[src/rtl/pipe_hazard_unit.sv]
// Hazard detection and operand-forwarding control for the five-stage miniCPU pipeline.
// Define FORWARD_EN to build the forwarding variant; otherwise the unit is a stall-until-retire interlock.
module pipe_hazard_unit #(
    parameter int unsigned REG_AW = 5,
    parameter int unsigned CNT_W  = 32
) (
    input  logic              clk,
    input  logic              rst_n,
    input  logic              id_valid,
    input  logic [REG_AW-1:0] id_rs,
    input  logic [REG_AW-1:0] id_rt,
    input  logic              id_rs_used,
    input  logic              id_rt_used,
    input  logic              id_wreg,
    input  logic              id_m2reg,
    input  logic [REG_AW-1:0] id_dst,
    input  logic              flush,
    output logic              stall,
    output logic              bubble,
    output logic [2:0]        fwd_a,
    output logic [2:0]        fwd_b,
    output logic [CNT_W-1:0]  stall_cnt
);

    localparam logic [2:0] FwdRf     = 3'd0;
`ifdef FORWARD_EN
    localparam logic [2:0] FwdExeAlu = 3'd1;
    localparam logic [2:0] FwdMemAlu = 3'd2;
    localparam logic [2:0] FwdMemDo  = 3'd3;
    localparam logic [2:0] FwdWb     = 3'd4;
`endif

    logic              exe_v_q, exe_w_q, exe_m_q;
    logic [REG_AW-1:0] exe_dst_q;
    logic              mem_v_q, mem_w_q, mem_m_q;
    logic [REG_AW-1:0] mem_dst_q;
    logic              wb_v_q, wb_w_q, wb_m_q;
    logic [REG_AW-1:0] wb_dst_q;
    logic [CNT_W-1:0]  stall_cnt_q;

    logic              src_a, src_b;
    logic              haz_a, haz_b, hazard;
    logic [2:0]        sel_a, sel_b;

    // r0 is hardwired zero, so it never counts as a produced value.
    function automatic logic writes(input logic v, input logic w,
                                    input logic [REG_AW-1:0] d, input logic [REG_AW-1:0] r);
        return v & w & (d == r) & (r != '0);
    endfunction

`ifdef FORWARD_EN
    // Youngest producer wins; a load still in EXE has no data yet.
    function automatic logic [3:0] resolve(input logic src, input logic [REG_AW-1:0] r);
        logic       haz;
        logic [2:0] sel;
        haz = 1'b0;
        sel = FwdRf;
        if (src) begin
            if (writes(exe_v_q, exe_w_q, exe_dst_q, r)) begin
                if (exe_m_q) haz = 1'b1;
                else         sel = FwdExeAlu;
            end else if (writes(mem_v_q, mem_w_q, mem_dst_q, r)) begin
                sel = mem_m_q ? FwdMemDo : FwdMemAlu;
            end else if (writes(wb_v_q, wb_w_q, wb_dst_q, r)) begin
                sel = FwdWb;
            end
        end
        return {haz, sel};
    endfunction
`else
    function automatic logic pending(input logic src, input logic [REG_AW-1:0] r);
        return src & (writes(exe_v_q, exe_w_q, exe_dst_q, r) |
                      writes(mem_v_q, mem_w_q, mem_dst_q, r) |
                      writes(wb_v_q, wb_w_q, wb_dst_q, r));
    endfunction
`endif

    always_comb begin
        src_a = id_valid & id_rs_used & (id_rs != '0);
        src_b = id_valid & id_rt_used & (id_rt != '0);
`ifdef FORWARD_EN
        {haz_a, sel_a} = resolve(src_a, id_rs);
        {haz_b, sel_b} = resolve(src_b, id_rt);
`else
        haz_a = pending(src_a, id_rs);
        haz_b = pending(src_b, id_rt);
        sel_a = FwdRf;
        sel_b = FwdRf;
`endif
        hazard = haz_a | haz_b;
        // Outputs are forced quiet while reset is held so the stall drops immediately.
        stall  = rst_n & hazard & ~flush;
        bubble = rst_n & ((hazard & ~flush) | flush);
        fwd_a  = rst_n ? sel_a : FwdRf;
        fwd_b  = rst_n ? sel_b : FwdRf;
    end

    always_ff @(posedge clk) begin
        if (!rst_n) begin
            exe_v_q     <= 1'b0;
            exe_w_q     <= 1'b0;
            exe_m_q     <= 1'b0;
            exe_dst_q   <= '0;
            mem_v_q     <= 1'b0;
            mem_w_q     <= 1'b0;
            mem_m_q     <= 1'b0;
            mem_dst_q   <= '0;
            wb_v_q      <= 1'b0;
            wb_w_q      <= 1'b0;
            wb_m_q      <= 1'b0;
            wb_dst_q    <= '0;
            stall_cnt_q <= '0;
        end else begin
            exe_v_q   <= id_valid & ~stall & ~flush;
            exe_w_q   <= id_wreg;
            exe_m_q   <= id_m2reg;
            exe_dst_q <= id_dst;
            mem_v_q   <= exe_v_q;
            mem_w_q   <= exe_w_q;
            mem_m_q   <= exe_m_q;
            mem_dst_q <= exe_dst_q;
            wb_v_q    <= mem_v_q;
            wb_w_q    <= mem_w_q;
            wb_m_q    <= mem_m_q;
            wb_dst_q  <= mem_dst_q;
            if (stall && (stall_cnt_q != '1)) begin
                stall_cnt_q <= stall_cnt_q + CNT_W'(1);
            end
        end
    end

    assign stall_cnt = stall_cnt_q;

endmodule

[config.mk]
export PLATFORM = sky130hd
export DESIGN_NAME = pipe_hazard_unit
export DESIGN_NICKNAME = d
export VERILOG_FILES = /design/src/rtl/pipe_hazard_unit.sv
export SDC_FILE = /design/constraint.sdc
export NUM_CORES = 1
export LEC_CHECK = 0
export CAP_MARGIN = 20
export CORE_MARGIN = 2
export CORE_UTILIZATION = 25
export DETAILED_ROUTE_END_ITERATION = 7
export HOLD_SLACK_MARGIN = 0.03
export SYNTH_ARGS = -nofsm -noshare
export SYNTH_HDL_FRONTEND = slang
export SYNTH_SLANG_ARGS = --single-unit
[constraint.sdc]
create_clock -name clk -period 5.8 [get_ports clk]
set_clock_uncertainty 0.2 [all_clocks]
set_input_delay 1.45 -clock clk [delete_from_list [all_inputs] [get_ports clk]]
set_output_delay 1.45 -clock clk [all_outputs]
set_load 0.02 [all_outputs]
==> results of run 1 <==
## Yosys cell counts (2+ instances only)
master                     number
sky130_fd_sc_hd__dfxtp_1       53
sky130_fd_sc_hd__xor2_1        25
sky130_fd_sc_hd__a21oi_1       21
sky130_fd_sc_hd__and2_1        20
sky130_fd_sc_hd__nand2_1       19
sky130_fd_sc_hd__nand3_1       15
sky130_fd_sc_hd__nand4_1       14
sky130_fd_sc_hd__or3_1         14
sky130_fd_sc_hd__o21ai_0       13
sky130_fd_sc_hd__nor4_1        11
sky130_fd_sc_hd__or4_1         11
sky130_fd_sc_hd__buf_4          8
sky130_fd_sc_hd__clkbuf_1       8
sky130_fd_sc_hd__o31ai_1        7
sky130_fd_sc_hd__nor2_1         6
sky130_fd_sc_hd__o21a_1         6
sky130_fd_sc_hd__xnor2_1        6
sky130_fd_sc_hd__o31a_1         5
sky130_fd_sc_hd__and4_1         4
sky130_fd_sc_hd__inv_1          4
sky130_fd_sc_hd__mux2i_1        3
sky130_fd_sc_hd__o211ai_1       3
sky130_fd_sc_hd__a311oi_1       2
sky130_fd_sc_hd__and3_1         2
sky130_fd_sc_hd__nor3_1         2
sky130_fd_sc_hd__or2_2          2
## sequential cells by signal, indices dropped and copies added (netlist names)
register,flops
stall_cnt,32
wb_dst_q,5
mem_dst_q,5
mem_w_q,1
exe_v_q,1
exe_dst_q,5
wb_v_q,1
wb_w_q,1
mem_v_q,1
exe_w_q,1
## metrics by stage
step	total power, uW	utilization, %	area (um^2)	std cells	setup slack [ns]
2_1_floorplan	413.4	-	2701	307	1.336
3_5_place_dp	438.0	32.17	3336	483	0.1381
5_1_grt	679.5	33.10	3432	491	0.02856
4_1_cts	664.0	33.10	3432	491	0.1205
6_report	655.1	33.10	3432	491	0.1563
3_3_place_gp	436.7	32.17	3336	483	0.1639
## path summary, 6_finish.rpt
| path | slack, ns | to | start | cells after the start |
|---|---|---|---|---|
| min reg2reg | 0.29 | wb_w_q | mem_w_q | 1 |
| min | 0.29 | wb_w_q | mem_w_q | 1 |
| max reg2reg | 3.12 | stall_cnt[22] | wb_dst_q[2] | 7 |
| max | 0.16 | bubble | id_rt[0] | 7 |
## logic make-up after synthesis
group                    Yosys count
other                              1
AND/OR/NAND/NOR                  126
flip-flops                        53
XOR/XNOR                          31
buffers and inverters             22
multiplexers                       3
AO/OA/AOI/OAI                     65
adder cells (fa/ha/maj)            1
## routing by layer
| layer | up-vias | share of wire (%) |
|---|---|---|
| met4 | 0 | 1.2 |
| met3 | 9 | 4.5 |
| met5 | - | 0 |
| met1 | 1141 | 46 |
| met2 | 61 | 48 |
| li1 | 1207 | - |
## cell type report
cell class                 instances  share of cell area (%)
tap                              136                   4.958
multi-input combinational        232                   44.29
clock inverter                     2                  0.4010
clock buffer                       6                   2.406
sequential                        53                   30.92
inverter                           5                  0.5468
timing repair buffer              57                   16.48
## report_power, final
| part | switching [uW] | total (uW) | internal, uW |
|---|---|---|---|
| clock network | 129 | 226 | 97.2 |
| registers | 5.20 | 375 | 369 |
| logic | 27.1 | 54.3 | 27.2 |
| total | 161 | 655 | 494 |
## layout by cell type (no fill, tap or decap), types with 3 or more instances in the layout
| cell type | instances |
|---|---|
| sky130_fd_sc_hd__conb_1 | 6 |
| sky130_fd_sc_hd__clkbuf_8 | 6 |
| sky130_fd_sc_hd__o21a_1 | 6 |
| sky130_fd_sc_hd__o211ai_1 | 3 |
| sky130_fd_sc_hd__a21oi_1 | 21 |
| sky130_fd_sc_hd__or4_1 | 11 |
| sky130_fd_sc_hd__o31ai_1 | 7 |
| sky130_fd_sc_hd__xor2_1 | 25 |
| sky130_fd_sc_hd__clkdlybuf4s50_1 | 55 |
| sky130_fd_sc_hd__nand4_1 | 14 |
| sky130_fd_sc_hd__o21ai_0 | 13 |
| sky130_fd_sc_hd__nand2_1 | 19 |
| sky130_fd_sc_hd__and2_1 | 20 |
| sky130_fd_sc_hd__inv_1 | 4 |
| sky130_fd_sc_hd__mux2i_1 | 3 |
| sky130_fd_sc_hd__nand3_1 | 15 |
| sky130_fd_sc_hd__or3_1 | 14 |
| sky130_fd_sc_hd__nor2_1 | 6 |
| sky130_fd_sc_hd__o31a_1 | 5 |
| sky130_fd_sc_hd__nor4_1 | 11 |
| sky130_fd_sc_hd__and4_1 | 4 |
| sky130_fd_sc_hd__xnor2_1 | 6 |
| sky130_fd_sc_hd__dfxtp_1 | 53 |
==> impl_summary.log, run 1 <==
INFO  metric fp-row-count = 37
INFO  metric cts_resized = 0
INFO  metric synth.distinct_cells = 44
INFO  metric yosysSeqAreaShare = 39.55%
INFO  metric hold_violations = 0
INFO  metric leading_cell_types_by_total_area_after_synthesis = sky130_fd_sc_hd__dfxtp_1, sky130_fd_sc_hd__xor2_1, sky130_fd_sc_hd__and2_1, sky130_fd_sc_hd__a21oi_1, sky130_fd_sc_hd__nand4_1
INFO  metric synthesis.yosys.warnings = 0
INFO  metric power.density_cell_area = 190.9 mW/mm^2
INFO  metric asyncSetResetFlopFracSynth = 0%
INFO  metric regArea = 0.001061 mm^2
INFO  metric clkLatencyLatePin = 0.31 ns
INFO  metric fp.coreArea = 0.01037 mm^2
INFO  metric maximum_number_of_pins_on_one_net_before_global_route_repair = 47
INFO  metric use_met2 = 19.99%
INFO  metric post_cts_buffers = 0
INFO  metric die_x = 107.6 um
INFO  metric crit_path_start_kind = input pin
INFO  metric crit_arrival = 3.99 ns
INFO  metric portBuffers = 55
INFO  metric number_of_antenna_violations_at_the_first_check_in_global_routing = 0
INFO  metric post-dp-hpwl = 4804 um
INFO  metric worst_slew_margin_rel = 32.83%
INFO  metric max_stage_delay = 0.56 ns
INFO  metric place.gp.congestion = 0.7845
INFO  metric dieArea = 0.01157 mm^2
INFO  metric cellLeakagePower = 0.001124 uW
INFO  metric dr_total_vias = 2418
INFO  metric cts.htree.levels = 2
INFO  metric tns_setup = 0 ns
INFO  metric dr_vias_cell = 4.925
INFO  metric clock_tree.buffer_depth = 2
INFO  metric worst_path_dominant_cell_family = buffers and inverters
INFO  metric overflow = 0
INFO  metric max-cap-violations = 0
INFO  metric hold_ws = 0.2868 ns
INFO  metric cts.reportedPaths.clkPinSlew = 0.11 ns
INFO  metric detail_route.wirelength = 6668 um
INFO  metric synth.top_cell.area_share = 39.55%
INFO  metric worst_slew_pin_slew = 1.004 ns
INFO  metric maximum_clock_rate = 177.2 MHz
INFO  metric tritoncts_clock_tree = built
INFO  metric gr-max-usage-layer = met2
INFO  metric synth_ff_type = sky130_fd_sc_hd__dfxtp_1
INFO  metric grt_util_met3 = 2.421%
INFO  metric first_iter_violations = 98
INFO  metric use_met1 = 14.56%
INFO  metric synth_edf_count = 0
INFO  metric cts_root_buf = sky130_fd_sc_hd__clkbuf_8
INFO  metric postRouteAntennaNets = 0
INFO  metric antenna-diode-count = 0
INFO  metric drc_errors = 0
INFO  metric net_total_in_the_final_layout = 378
INFO  metric timing.critical_path.buf_inv = 2
INFO  metric cts_hold_buf = 0
INFO  metric cts.sinks = 53
INFO  metric syn-instance-count = 302
INFO  metric run_status = complete, no violations
INFO  metric synth_mux_area_share = 1.119%
INFO  metric critical_path.cell_chain = clkdlybuf4s50_1, or4_1, o211ai_1, a31oi_2, or2_2, o21a_1, clkdlybuf4s50_1
INFO  metric path_common_cell = sky130_fd_sc_hd__clkdlybuf4s50_1
INFO  metric syn-cell-area = 0.002683 mm^2
INFO  metric synthAdderAreaFrac = 0.4664%
INFO  metric layout_min_cycle_time = 5.644 ns
INFO  metric setup_viol_count_final = 0
INFO  metric timing.critical_path.fanout_max = 4
INFO  metric critical_path_required = 4.15 ns
INFO  metric critPathSlowestCell = sky130_fd_sc_hd__or4_1
INFO  metric multiInputGateArea = 0.001520 mm^2
INFO  metric vias_in_the_first_global_route = 2322
INFO  metric grt_first_pass_wirelength = 11010 um
INFO  metric cts_made_buffers = 5
INFO  metric synthXorXnorAreaFrac = 10.12%
INFO  metric area.growth.synth_to_final = 27.94%
INFO  metric die_height = 107.6 um
INFO  metric worst_hold_path_type = register to register
INFO  metric post-synth-top-area-cell = sky130_fd_sc_hd__dfxtp_1
INFO  metric io_pins = 63
INFO  metric gr-usage-all-layers = 11.68%
INFO  metric final.fill_count = 1117
INFO  metric synth-compound-area-share = 16.60%
INFO  metric initial_utilization = 25.87%
INFO  metric grt_setup_unrepaired = false
INFO  metric post_synth_and_or_nand_nor_area_fraction = 27.52%
INFO  metric drt_pass1_iterations = 4
INFO  metric slew_viol_final = 0
INFO  metric worst_setup_end_kind = output pin
INFO  metric final.period_utilization = 97.30%
INFO  metric power.ir.vdd_worst = 0.08757 mV
INFO  metric timing_worst_setup_path_type = input pin to output pin
INFO  metric wl_per_cell = 13.58 um
INFO  metric post_route_cells_drive_above_1_share = 5.634%
INFO  metric synth.ff_latch_count = 53
INFO  metric postSynthAreaPerCell = 8.883 um^2
INFO  metric synth_top_family_by_area = simple AND/OR/NAND/NOR gates
No activity file was read; power rests on OpenSTA's default activity.
==> inputs of run 2 (changes only) <==
CORE_UTILIZATION = 51   (was 25)
PLACE_DENSITY = 0.81   (was unset)
==> run 2 against run 1 <==
Effect of this change:
- sequential power about the same
- combinational power about the same
- setup slack better by 0.033 ns
- via count up 0.83%
- sequential share of layout area up 0.69 points
- critical path depth unchanged
==> impl_summary.log, run 2 (synthesis results as in run 1) <==
INFO  metric critical_path_required = 4.15 ns
INFO  metric seq_power_share = 55.7%
INFO  metric sw_frac_of_total = 22.46%
INFO  metric antenna-diode-count = 0
INFO  metric initial_utilization = 52.52%
INFO  metric postRouteAntennaNets = 0
INFO  metric overflow = 0
INFO  metric clkLatencyLatePin = 0.31 ns
INFO  metric die_x = 76.53 um
INFO  metric fp.coreArea = 0.005107 mm^2
INFO  metric tritoncts_clock_tree = built
INFO  metric power_switching = 151.2 uW
INFO  metric max-cap-violations = 0
INFO  metric portBuffers = 55
INFO  metric power.density_cell_area = 200.6 mW/mm^2
INFO  metric cts_hold_buf = 0
INFO  metric instance_count_after_placement_with_tap_cells_included = 417
INFO  metric io_pins = 63
INFO  metric final_common_cell = sky130_fd_sc_hd__clkdlybuf4s50_1
INFO  metric die_height = 76.53 um
INFO  metric post-dp-hpwl = 4415 um
INFO  metric dr_total_vias = 2438
INFO  metric hold_violations = 0
INFO  metric intPower = 522.0 uW
INFO  metric tns_setup = 0 ns
INFO  metric final.period_utilization = 96.74%
INFO  metric wl_per_cell = 14.76 um
INFO  metric cts.reportedPaths.clkPinSlew = 0.10 ns
INFO  metric critPathSlowestCell = sky130_fd_sc_hd__or4_1
INFO  metric dieArea = 0.005856 mm^2
INFO  metric cts.sinks = 53
INFO  metric worst_setup_end_kind = output pin
INFO  metric number_of_antenna_violations_at_the_first_check_in_global_routing = 0
INFO  metric largest_register_ffs = 32
INFO  metric fp-row-count = 26
INFO  metric maximum_clock_rate = 178.2 MHz
INFO  metric worst_slew_margin_rel = 35.02%
INFO  metric power_frac_clock = 36.2%
INFO  metric cts.htree.levels = 2
INFO  metric clock_tree.buffer_depth = 2
INFO  metric timing.critical_path.fanout_max = 4
INFO  metric regArea = 0.001061 mm^2
INFO  metric run_status = complete, no violations
INFO  metric dr_vias_cell = 5.750
INFO  metric detail_route.wirelength = 6257 um
INFO  metric worst_path_dominant_cell_family = buffers and inverters
INFO  metric cellLeakagePower = 0.001127 uW
INFO  metric crit_arrival = 3.96 ns
INFO  metric crit_path_start_kind = input pin
INFO  metric net_total_in_the_final_layout = 378
INFO  metric cts_root_buf = sky130_fd_sc_hd__clkbuf_8
INFO  metric finalNonFillerCells = 424
INFO  metric timing_worst_setup_path_type = input pin to output pin
INFO  metric place.gp.congestion = 0.8967
INFO  metric pwr-share-comb = 8.1%
INFO  metric drt_pass1_iterations = 4
INFO  metric area.growth.synth_to_final = 25.14%
INFO  metric multiInputGateArea = 0.001520 mm^2
INFO  metric maximum_number_of_pins_on_one_net_before_global_route_repair = 47
INFO  metric worst_hold_path_type = register to register
INFO  metric cts_resized = 0
INFO  metric critical_path.cell_chain = clkdlybuf4s50_1, or4_1, o211ai_1, a31oi_2, or2_2, o21a_1, clkdlybuf4s50_1
INFO  metric grt_setup_unrepaired = false
INFO  metric gr-usage-all-layers = 22.43%
INFO  metric slew_viol_final = 0
INFO  metric max_stage_delay = 0.57 ns
INFO  metric drc_errors = 0
INFO  metric grt_first_pass_wirelength = 10780 um
INFO  metric vias_in_the_first_global_route = 2316
INFO  metric setup_viol_count_final = 0
INFO  metric path_common_cell = sky130_fd_sc_hd__clkdlybuf4s50_1
INFO  metric post_route_cells_drive_above_1_share = 5.367%
INFO  metric cts_made_buffers = 5
INFO  metric final.fill_count = 432
INFO  metric worst_slew_pin_slew = 0.9711 ns
INFO  metric mostFrequentLayoutCells = sky130_fd_sc_hd__clkdlybuf4s50_1, sky130_fd_sc_hd__dfxtp_1, sky130_fd_sc_hd__xor2_1
INFO  metric layout_min_cycle_time = 5.611 ns
INFO  metric first_iter_violations = 209
INFO  metric power.ir.vdd_worst = 0.1145 mV
INFO  metric post_cts_buffers = 0
INFO  metric timing.critical_path.buf_inv = 2
-- run 2: changes by cell type in the layout (fill, tap and decap cells not counted), sizes merged --
cell,previous run,this run
clkinv,3,2
clkbuf,6,5
bufinv,0,1
-- run 2: cell type report --
cell class,count,share of cell area [%]
clock buffers,5,2.050
flip-flops and latches,53,31.61
repair buffers,57,16.85
inverters,5,0.5591
multi-input cells,232,45.29
clock inverters,2,1.044
well taps,70,2.609
-- run 2: worst reg2reg max path, delay by kind of cell (launching register included) --
kind,cells,cell delay [ns]
xor gates and xnor gates,1,0.17
and+or+nand+nor,3,1.19
AOI/OAI and AO/OA,3,0.78
DFF,1,0.35
-- run 2: power groups by stage --
| stage | sequential, uW | clock, uW | combinational, uW |
|---|---|---|---|
| CTS | 375 | 249 | 54.6 |
| global placement | 383 | 0 | 52.8 |
| detailed placement | 383 | 0 | 54.3 |
| finish | 375 | 244 | 54.5 |
| floorplan | 382 | 0 | 31.7 |
| global route | 376 | 265 | 58.8 |
-- run 2: final timing paths --
kind	startpoint	to	slack, ns	cells after the start
worst min-delay path	stall_cnt[23]	stall_cnt[23]	0.30	2
worst max register to register	wb_dst_q[2]	stall_cnt[17]	3.06	7
worst min register to register	stall_cnt[23]	stall_cnt[23]	0.30	2
worst max-delay path	id_rt[0]	bubble	0.19	7
-- run 2: per-layer routing --
layer	GRT usage, %	up-vias	part of all wire (%)
met1	28.80	1150	46
met3	4.147	5	5.4
met5	0	-	0
met2	38.67	78	48
li1	-	1205	-
met4	6.000	0	0.97
-- run 2: metrics by stage --
step	hold WS [ns]	utilization, %	power, uW	setup WS, ns	instance area, um^2
final	0.3020	65.73	673.3	0.1891	3357
after global routing	0.3240	65.73	699.6	0.08442	3357
after CTS	0.3053	65.73	679.0	0.1913	3357
after detailed placement	0.2883	63.69	437.7	0.2087	3253
after global placement	0.2742	63.69	435.9	0.2534	3253
after floorplan	0.2520	-	413.4	1.336	2701
==> inputs of run 3 (changes only) <==
MAX_ROUTING_LAYER = met4   (was unset)
TNS_END_PERCENT = 10   (was unset)
==> run 3 against run 2 <==
Effect of this change:
- non-clock buffer count unchanged
- routed wire length is 0.51% higher
- cell count did not move
- via count rose by 0.12%
- register-to-register slack is essentially flat
- clock-buffer cell count unchanged
- final area stayed put
- critical path depth is the same
- critical path type unchanged
==> impl_summary.log, run 3 (synthesis results as in run 1) <==
INFO  metric drt_pass1_iterations = 4
INFO  metric dr_vias_cell = 5.757
INFO  metric overflow = 0
INFO  metric gr-usage-all-layers = 23.09%
INFO  metric timing.critical_path.buf_inv = 2
INFO  metric cts_root_buf = sky130_fd_sc_hd__clkbuf_8
INFO  metric cts.sinks = 53
INFO  metric cellLeakagePower = 0.001127 uW
INFO  metric cts.htree.levels = 2
INFO  metric cts_made_buffers = 5
INFO  metric critical_path_required = 4.15 ns
INFO  metric worst_hold_path_type = register to register
INFO  metric tns_setup = 0 ns
INFO  metric worst_path_dominant_cell_family = buffers and inverters
INFO  metric dieArea = 0.005856 mm^2
INFO  metric worst_setup_end_kind = output pin
INFO  metric worst_slew_pin_slew = 0.9561 ns
INFO  metric max_stage_delay = 0.57 ns
INFO  metric hold_violations = 0
INFO  metric timing.critical_path.fanout_max = 4
INFO  metric io_pins = 63
INFO  metric final.fill_count = 432
INFO  metric dr_total_vias = 2441
INFO  metric fp.coreArea = 0.005107 mm^2
INFO  metric postRouteAntennaNets = 0
INFO  metric drc_errors = 0
INFO  metric clkLatencyLatePin = 0.31 ns
INFO  metric fp-row-count = 26
INFO  metric cts_resized = 0
INFO  metric layout.core_utilization = 65.73%
INFO  metric vias_in_the_first_global_route = 2315
INFO  metric area.growth.synth_to_final = 25.14%
INFO  metric maximum_clock_rate = 178.3 MHz
INFO  metric place_area = 0.003253 mm^2
INFO  metric run_status = complete, no violations
INFO  metric post_cts_buffers = 0
INFO  metric cts_hold_buf = 0
INFO  metric grt_first_pass_wirelength = 10790 um
INFO  metric maximum_number_of_pins_on_one_net_before_global_route_repair = 47
INFO  metric final_common_cell = sky130_fd_sc_hd__clkdlybuf4s50_1
INFO  metric tritoncts_clock_tree = built
INFO  metric place.gp.congestion = 0.9119
INFO  metric clock_tree.buffer_depth = 2
INFO  metric cts.reportedPaths.clkPinSlew = 0.09 ns
INFO  metric net_total_in_the_final_layout = 378
INFO  metric max-cap-violations = 0
INFO  metric wl_per_cell = 14.83 um
INFO  metric path_common_cell = sky130_fd_sc_hd__clkdlybuf4s50_1
INFO  metric crit_arrival = 3.96 ns
INFO  metric post-dp-hpwl = 4415 um
INFO  metric die_x = 76.53 um
INFO  metric post_route_cells_drive_above_1_share = 5.367%
INFO  metric setup_viol_count_final = 0
INFO  metric worst-r2r-setup-slack = 3.07 ns
INFO  metric critPathSlowestCell = sky130_fd_sc_hd__or4_1
INFO  metric mostFrequentLayoutCells = sky130_fd_sc_hd__clkdlybuf4s50_1, sky130_fd_sc_hd__dfxtp_1, sky130_fd_sc_hd__xor2_1
INFO  metric worst_slew_margin_rel = 36.02%
INFO  metric timing_worst_setup_path_type = input pin to output pin
INFO  metric detail_route.wirelength = 6289 um
INFO  metric power.ir.vdd_worst = 0.1148 mV
INFO  metric slew_viol_final = 0
INFO  metric largest_register_ffs = 32
INFO  metric final_design_area_no_fill = 0.003357 mm^2
INFO  metric critical_path.cell_chain = clkdlybuf4s50_1, or4_1, o211ai_1, a31oi_2, or2_2, o21a_1, clkdlybuf4s50_1
INFO  metric initial_utilization = 52.52%
INFO  metric portBuffers = 55
INFO  metric layout_min_cycle_time = 5.608 ns
INFO  metric first_iter_violations = 213
INFO  metric antenna-diode-count = 0
INFO  metric crit_path_start_kind = input pin
INFO  metric die_height = 76.53 um
INFO  metric number_of_antenna_violations_at_the_first_check_in_global_routing = 0
INFO  metric power.density_cell_area = 201.0 mW/mm^2
INFO  metric final.period_utilization = 96.69%
INFO  metric grt_setup_unrepaired = false
[run 3: cell counts in the layout (fill, tap and decap cells not counted)]
Identical to the previous run, type by type.
[run 3: final cells by class]
| cell class | count | area [um^2] | area share, % |
|---|---|---|---|
| clock buffer | 5 | 68.82 | 2.050 |
| clock inverter | 2 | 35.03 | 1.044 |
| inverter | 5 | 18.77 | 0.5591 |
| multi-input combinational | 232 | 1520 | 45.29 |
| sequential | 53 | 1061 | 31.61 |
| tap | 70 | 87.58 | 2.609 |
| timing repair buffer | 57 | 565.5 | 16.85 |
[run 3: tightest hold or removal path: cells and delay by family, from the launching register on]
family / cells / cell delay, ns
flops: 1 / 0.35
mux: 1 / 0.05
simple gates: 1 / 0.06
[run 3: power by group]
| part | switching [uW] | internal (uW) |
|---|---|---|
| sequential | 5.70 | 369 |
| combinational | 27.6 | 27.2 |
| clock | 120 | 126 |
[run 3: per-layer routing]
metal,share of wire [%],track usage (%),up-vias
met3,3.7,4.147,6
li1,-,-,1203
met4,0.99,6.000,0
met2,48,38.67,60
met5,0,-,-
met1,48,28.88,1172
[run 3: metrics by stage]
step / hold WS [ns] / worst slack (ns) / power, uW / instances
floorplan: 0.2520 / 1.336 / 413.4 / 307
global placement: 0.2742 / 0.2534 / 435.9 / 417
detailed placement: 0.2883 / 0.2087 / 437.7 / 417
CTS: 0.3053 / 0.1913 / 679.0 / 424
global route: 0.3240 / 0.08442 / 700.3 / 424
finish: 0.3002 / 0.1920 / 674.9 / 424
[run 3: final timing paths]
kind              depth (start not counted)     startpoint       endpoint
hold / removal                            2  stall_cnt[29]  stall_cnt[29]
setup / recovery                          7       id_rt[0]         bubble
setup reg to reg                          7    wb_dst_q[2]  stall_cnt[22]
hold reg to reg                           2  stall_cnt[29]  stall_cnt[29]
==> RTL edit (settings of run 3) <==
Put one more register stage on the output `stall_cnt`, with the module's reset. The value now appears one clock later. The other outputs are not delayed to match.
--- a/src/rtl/pipe_hazard_unit.sv
+++ b/src/rtl/pipe_hazard_unit.sv
@@ -130,5 +130,11 @@
     end
 
-    assign stall_cnt = stall_cnt_q;
+    always_ff @(posedge clk) begin
+        if (!rst_n) begin
+            stall_cnt <= '0;
+        end else begin
+            stall_cnt <= stall_cnt_q;
+        end
+    end
 
 endmodule
Behaviour: not the same (Yosys sat finds a counterexample within 4 cycles, from zero or initial values and one cycle with rst_n low).
==> RTL edit against run 3 <==
Worst setup slack worse by 0.0069 ns. Largest cell class unchanged. Sequential cell count increased by 32. Critical path type unchanged. Cell area is 28% higher. Register-to-register slack got worse by 0.08 ns. Synthesized area increased by 31%. Wire length increased by 14%. Total power up 60%. Clock power rose by 73%.
==> RTL edit: results <==
export IMPL_status="complete, no violations"
export IMPL_cts_htree_levels=3
export IMPL_place_area_sq_um=4096
export IMPL_yosysWarnings=0
export IMPL_hold_end="stall_cnt[27]"
export IMPL_tightest_slew_ns=0.9632
export IMPL_nFillCells=569
export IMPL_powerClk_uw=425
export IMPL_grt_pass1_vias=2591
export IMPL_p_int_uw=829.9
export IMPL_synth_area_top_cells="dfxtp_1 48%, and2_1 9.6%, xor2_1 6.2%"
export IMPL_startpoint="id_rt[2]"
export IMPL_portBuffers=55
export IMPL_drt_total_wl_um=7155
export IMPL_grt_use_met2_pct=32.48
export IMPL_min_from="stall_cnt_q[27]"
export IMPL_clkLatencyLatePin_ns=0.36
export IMPL_seq_power_share_pct=55.1
export IMPL_r2r_slack_ns=2.99
export IMPL_post_cts_buffers=0
export IMPL_cellLeakagePower_uw=0.001616
export IMPL_grt_pass1_wl_um=12030
export IMPL_met3_usage_pct=5.972
export IMPL_wl_met3_um=358
export IMPL_switching_share_pct=22.98
export IMPL_reg2reg_to="stall_cnt_q[15]"
export IMPL_grt_max_degree=56
export IMPL_reg2reg_from="stall_cnt_q[7]"
export IMPL_drt_iter0_markers=221
export IMPL_gp_congestion=0.9164
export IMPL_peakVddDrop_v=0.0001779
export IMPL_seq_area_frac_synth_pct=48.31
export IMPL_slowest_delay_ns=0.66
export IMPL_drive_gt1_share_pct=7.373
export IMPL_synth_distinct_cells=41
export IMPL_place_hpwl_um=4907
export IMPL_use_met1_pct=26.21
export IMPL_first_pass_iters=4
export IMPL_met2_length_um=3484
export IMPL_final_nets=453
export IMPL_met1_length_um=3220
export IMPL_ys_top_cells_by_count="85 x dfxtp_1, 54 x and2_1, 25 x xor2_1"
export IMPL_track_usage_pct=20.67
export IMPL_crit_path_top_delay_cell="clkdlybuf4s50_1"
RTL edit: cell count changes after synthesis, sizes merged, moves of 5 or more:
cell and change:
nor4 -5, nand3 +5, a21oi -5, dfxtp +32
o21a -6, mux2 +6, nor2 +12, nand4 -6
and2 +34, o21ai +8, o31a -5
RTL edit: stage by stage:
step | hold WS (ns) | util, % | setup WS (ns) | std cells
2_1_floorplan | 0.2520 | - | 1.369 | 380
5_1_grt | 0.3207 | 63.80 | 0.04627 | 514
6_report | 0.2991 | 63.80 | 0.1851 | 514
4_1_cts | 0.3011 | 63.70 | 0.1572 | 514
3_5_place_dp | 0.2826 | 60.63 | 0.2120 | 498
3_3_place_gp | 0.2722 | 60.63 | 0.3040 | 498
RTL edit: cells by family after synthesis:
logic type               after synthesis  share of synthesized area [%]
AO/OA/AOI/OAI                         53                          9.769
XOR/XNOR                              31                          7.709
adder cells (fa/ha/maj)                1                         0.3552
buffers and inverters                 25                          3.872
flip-flops                            85                          48.31
multiplexers                           7                          2.202
other                                  1                         0.1065
AND/OR/NAND/NOR                      172                          27.67
RTL edit: worst register-to-register path, delay by kind of cell, from the launching register on:
kind | cells | cell delay, ns
AND/OR/NAND/NOR | 4 | 1.17
AO/OA/AOI/OAI | 2 | 0.60
flip-flops | 1 | 0.43
multiplexers | 1 | 0.30
RTL edit: layout make-up:
type	instances	area [sq um]	share of cell area, %
Inverter	5	18.77	0.4354
Multi-Input combinational cell	270	1709	39.65
Clock inverter	6	70.07	1.626
Clock buffer	10	137.6	3.193
Timing Repair Buffer	58	573.1	13.29
Sequential cell	85	1702	39.48
Tap cell	80	100.1	2.322
RTL edit: what timing repair did:
item,CTS,global route
hold buffers,0,0
endpoints found under the setup margin,0,1
resized for setup,0,1
